File: config.mk
export PLATFORM = sky130hd
export DESIGN_NAME = scan_mux
export DESIGN_NICKNAME = d
export VERILOG_FILES = /design/src/rtl/scan_mux_pkg.sv /design/src/rtl/scan_mux_next_ch.sv /design/src/rtl/scan_mux.sv
export SDC_FILE = /design/constraint.sdc
export NUM_CORES = 1
export LEC_CHECK = 0
export BUFFER_PORTS_ARGS = -buffer_cell sky130_fd_sc_hd__buf_4
export CAP_MARGIN = 5
export CORE_MARGIN = 3
export CORE_UTILIZATION = 42
export DETAILED_ROUTE_END_ITERATION = 8
export GPL_TIMING_DRIVEN = 1
export PLACE_DENSITY = 0.87
export SYNTH_ARGS = -nofsm -noshare
export SYNTH_HDL_FRONTEND = slang
export SYNTH_SLANG_ARGS = --single-unit
File: constraint.sdc
create_clock -name clk -period 3.3 [get_ports clk]
set_input_delay 0.165 -clock clk [delete_from_list [all_inputs] [get_ports clk]]
set_output_delay 0.165 -clock clk [all_outputs]
set_load 0.005 [all_outputs]
File: src/rtl/scan_mux_pkg.sv
// Shared types and width helper for the scan_mux channel multiplexer.
package scan_mux_pkg;

    typedef enum logic [1:0] {
        ST_IDLE,
        ST_MANUAL,
        ST_SCAN
    } state_e;

    // Select/tag width; a 2-channel mux still needs one select bit.
    function automatic int sel_width(input int n);
        sel_width = (n <= 2) ? 1 : $clog2(n);
    endfunction

endpackage

File: src/rtl/scan_mux_next_ch.sv
// Wrap-around priority search over an enable mask: next enabled channel after cur_i,
// lowest enabled channel, and an any-enabled flag. Purely combinational.
module scan_mux_next_ch #(
    parameter int NCH  = 16,
    parameter int SELW = 4
) (
    input  logic [NCH-1:0]  mask_i,
    input  logic [SELW-1:0] cur_i,
    output logic [SELW-1:0] nxt_o,
    output logic [SELW-1:0] lowest_o,
    output logic            any_o
);

    logic found;
    int   idx;

    // Kept apart from the next-channel search: the parent feeds lowest_o back into cur_i.
    always_comb begin
        any_o = |mask_i;
    end

    always_comb begin
        lowest_o = '0;
        for (int i = NCH - 1; i >= 0; i--) begin
            if (mask_i[i]) lowest_o = SELW'(i);
        end
    end

    always_comb begin
        nxt_o = cur_i;
        found = 1'b0;
        idx   = 0;
        for (int k = 1; k <= NCH; k++) begin
            idx = int'(cur_i) + k;
            if (idx >= NCH) idx = idx - NCH;
            if (!found && mask_i[idx]) begin
                nxt_o = SELW'(idx);
                found = 1'b1;
            end
        end
    end

endmodule

File: src/rtl/scan_mux.sv
// Registered NCH:1 channel mux, manual or auto-scan, 1-cycle latency; output beat held while
// y_valid && !y_ready. SCAN_MUX_MASK_EN adds ch_mask to skip disabled channels during scan.
module scan_mux
    import scan_mux_pkg::*;
#(
    parameter int NCH  = 16,
    parameter int W    = 8,
    parameter int SELW = sel_width(NCH)
) (
    input  logic              clk,
    input  logic              rst_n,
    input  logic [NCH*W-1:0]  in,
    input  logic              en,
    input  logic              mode,
    input  logic [SELW-1:0]   sel,
`ifdef SCAN_MUX_MASK_EN
    input  logic [NCH-1:0]    ch_mask,
`endif
    output logic [W-1:0]      y_data,
    output logic [SELW-1:0]   y_sel,
    output logic              y_last,
    output logic              y_valid,
    input  logic              y_ready,
    output logic              sel_err
);

    state_e            state_q, state_d;
    logic [SELW-1:0]   ptr_q, ptr_d;
    logic [W-1:0]      y_data_q, y_data_d;
    logic [SELW-1:0]   y_sel_q, y_sel_d;
    logic              y_last_q, y_last_d;
    logic              y_valid_q, y_valid_d;
    logic              sel_err_q, sel_err_d;

    logic [NCH-1:0]    mask;
    logic [SELW-1:0]   cur, nxt, lowest;
    logic              any_en, entering, ld_ok;

`ifdef SCAN_MUX_MASK_EN
    assign mask = ch_mask;
`else
    assign mask = '1;
`endif

    // A fresh scan frame starts at the lowest enabled channel, not wherever ptr was left.
    assign entering = (state_q != ST_SCAN);
    assign cur      = entering ? lowest : ptr_q;
    assign ld_ok    = !y_valid_q || y_ready;

    scan_mux_next_ch #(
        .NCH  (NCH),
        .SELW (SELW)
    ) u_next_ch (
        .mask_i   (mask),
        .cur_i    (cur),
        .nxt_o    (nxt),
        .lowest_o (lowest),
        .any_o    (any_en)
    );

    always_comb begin
        state_d   = state_q;
        ptr_d     = ptr_q;
        y_data_d  = y_data_q;
        y_sel_d   = y_sel_q;
        y_last_d  = y_last_q;
        y_valid_d = y_valid_q;
        sel_err_d = 1'b0;
        if (ld_ok) begin
            if (!en)       state_d = ST_IDLE;
            else if (!mode) state_d = ST_MANUAL;
            else           state_d = ST_SCAN;
            y_valid_d = 1'b0;
            case (state_d)
                ST_MANUAL: begin
                    if (int'(sel) < NCH) begin
                        y_data_d  = in[int'(sel)*W +: W];
                        y_sel_d   = sel;
                        y_last_d  = 1'b0;
                        y_valid_d = 1'b1;
                    end else begin
                        sel_err_d = 1'b1;
                    end
                end
                ST_SCAN: begin
                    ptr_d = cur;
                    if (any_en) begin
                        y_data_d  = in[int'(cur)*W +: W];
                        y_sel_d   = cur;
                        // The search wrapping (or staying put) means cur is the highest enabled channel.
                        y_last_d  = (nxt <= cur);
                        y_valid_d = 1'b1;
                        ptr_d     = nxt;
                    end
                end
                default: ;
            endcase
        end
    end

    always_ff @(posedge clk) begin
        if (!rst_n) begin
            state_q   <= ST_IDLE;
            ptr_q     <= '0;
            y_data_q  <= '0;
            y_sel_q   <= '0;
            y_last_q  <= 1'b0;
            y_valid_q <= 1'b0;
            sel_err_q <= 1'b0;
        end else begin
            state_q   <= state_d;
            ptr_q     <= ptr_d;
            y_data_q  <= y_data_d;
            y_sel_q   <= y_sel_d;
            y_last_q  <= y_last_d;
            y_valid_q <= y_valid_d;
            sel_err_q <= sel_err_d;
        end
    end

    assign y_data  = y_data_q;
    assign y_sel   = y_sel_q;
    assign y_last  = y_last_q;
    assign y_valid = y_valid_q;
    assign sel_err = sel_err_q;

endmodule
==> metrics.txt <==
CTS-repair resized insts=0; Synth Cell Area=0.00202 mm2; Primary FF master, synth=dfxtp_1; Total Power=0.870 mW; Vias=2789; CTS Hold Bufs=0; number of global-route vias before repair=2600; synthesized instance count=292; worst endpoint required time=3460 ps; Distinct cells, synth=44; Ports=152; XOR/XNOR Fraction of Synth Area=0; Worst Setup Start Kind=register; htree depth=1; die area=0.00567 mm2; area of the multi-input gates=0.00150 mm2; Sink Count=20; setup violators final=0; commonest non-fill, non-tap cells in the layout=buf_4, nand2_1, a21oi_1; Post-CTS Setup Bufs=0; global-route usage over all layers=0.282; Layout fillers=379; Slew headroom=0.497; PortBufs=150; Net Sw Power=0.254 mW; Register Area=400 um2; # rows=24; Synthesized Nets=431; period utilisation layout=0.759; Switching Share=0.292; Initial Util=0.447; outcome=completed; Seq/Total Area, Yosys=0.199; initial antenna violation count=0; complex-gate fraction of the synthesized area=0.263; Ant. Diodes=0; CP endpoint kind=register; Clock power frac=0.292; Inserted Clock Buffers=3; Seq pwr share=0.310; register bit total from synthesis=20; die width=75.3 um; max-slew violation count=0; Clock transition at path regs=80 ps; worst-case clock buffer depth=2; Gate power share=0.397; Worst Skew=4.67 ps; hold_ws=166 ps; DPL Wire Length=6530 um; flop-to-flop setup slack=790 ps; CP max FO=38; nets=572; Routed Antenna Nets=0; chip height=75.3 um; layout cells sized above 1=0.394; drt pass-1 iters=5; PwrDens=271 mW/mm2; P_leak=1.60 nW; Setup Crit Path Kind=register to register; fmax=0.399 GHz; Core Box Area=0.00450 mm2; commonest non-fill, non-tap cell in the layout=buf_4; adder-cell share of the synthesized area=0.0124; EDFF count, synth=0; type of the most critical hold path=input port to register; TritonCTS clock tree=yes; portion of netlist area occupied by mux cells=0.159; worst slew pin tran=752 ps; Synth-to-Final Area Change=59.5%; RSZ-0062 raised after global routing=false; Worst VDD drop=0.192 mV; CP Data Arrival Time=2660 ps; Root Driver=clkbuf_8; DRC Markers=0; first-pass GRT wire length=12200 um; Avg WL per Cell=17.1 um; largest family of logic cells by synthesized area=simple AND/OR/NAND/NOR gates; Hold Fails Final Rpt=0; routability-driven placement congestion ratio=0.938; vias per cell=5.76; Synth Area in Simple Gates=0.305; Skew-Pair Late Insertion Delay=270 ps; drt initial violations=282; Pint=0.616 mW; largest net degree at the start of global routing=39; WL final=8260 um; Synth Area per Inst=6.90 um2; maxcap violations=0; gr ovfl total=0; Synth async-reset ratio=0; minimum clock period after layout=2510 ps; Yosys Warn Count=0; Setup TNS=0 ps
==> path summary, 6_finish.rpt <==
kind                            startpoint         to  depth (start not counted)
worst max-delay path            state_q[1]  y_data[6]                          6
worst min-delay path                    en    y_valid                          2
worst max register to register  state_q[1]  y_data[6]                          6
worst min register to register    y_sel[0]   y_sel[0]                          1
==> per-layer routing <==
metal / GRT usage / part of all wire
met4: 0.0893 / 0.029
met5: 0 / 0
met3: 0.0601 / 0.11
met1: 0.359 / 0.38
met2: 0.479 / 0.48
==> cell usage after synthesis, types with 3 or more instances <==
| cell | number | area [um2] |
|---|---|---|
| a221oi_1 | 6 | 52.6 |
| nand3_1 | 3 | 15.0 |
| mux4_2 | 8 | 180 |
| o211a_1 | 6 | 60.1 |
| buf_2 | 6 | 30.0 |
| a31oi_1 | 8 | 50.1 |
| nor3_1 | 14 | 70.1 |
| nand2b_1 | 3 | 18.8 |
| nor2b_1 | 7 | 43.8 |
| nand2_1 | 102 | 383 |
| o21ai_0 | 18 | 90.1 |
| nor2_1 | 6 | 22.5 |
| clkbuf_1 | 9 | 33.8 |
| and2_1 | 3 | 18.8 |
| buf_6 | 3 | 33.8 |
| a21oi_1 | 23 | 115 |
| a21boi_0 | 3 | 22.5 |
| inv_1 | 3 | 11.3 |
| dfxtp_1 | 20 | 400 |
| mux2i_1 | 14 | 140 |
==> metrics by stage <==
step / cell area, um2 / util / setup WS [ps] / std cells
6_report: 3220 / 0.714 / 794 / 484
5_1_grt: 3220 / 0.714 / 617 / 484
3_5_place_dp: 3140 / 0.698 / 811 / 480
4_1_cts: 3220 / 0.714 / 785 / 484
3_3_place_gp: 3140 / 0.698 / 864 / 480
2_1_floorplan: 2020 / - / 1350 / 292
==> cell families after synthesis <==
logic type / Yosys count
AND/OR/NAND/NOR: 144
flip-flops: 20
buffers and inverters: 23
other: 1
adder cells (fa/ha/maj): 2
AO/OA/AOI/OAI: 80
multiplexers: 22
==> area by class of cell <==
cell class,instances,share of cell area
Timing Repair Buffer,156,0.364
Tap cell,52,0.0202
Inverter,3,0.00350
Sequential cell,20,0.125
Multi-Input combinational cell,249,0.465
Clock buffer,3,0.0128
Clock inverter,1,0.00934
==> sequential cells by signal, indices dropped and copies added (netlist names) <==
name,cells
ptr_q,4
y_data,8
state_q,2
y_last,1
y_sel,4
y_valid,1
==> power by group through the flow <==
| stage | logic (mW) | registers [mW] | clock network (mW) |
|---|---|---|---|
| global route | 0.375 | 0.272 | 0.265 |
| global placement | 0.336 | 0.275 | 0 |
| finish | 0.346 | 0.270 | 0.254 |
| CTS | 0.343 | 0.270 | 0.254 |
| floorplan | 0.160 | 0.274 | 0 |
| detailed placement | 0.342 | 0.275 | 0 |
==> critical path, stage by stage, from the launching register on <==
cell and delay [ps]:
dfxtp_1 390, and4b_1 340, a22o_2 480, buf_4 490, mux4_2 550, nand2_1 80, a31oi_1 60
Note: power is estimated with default switching activity, not from simulation.
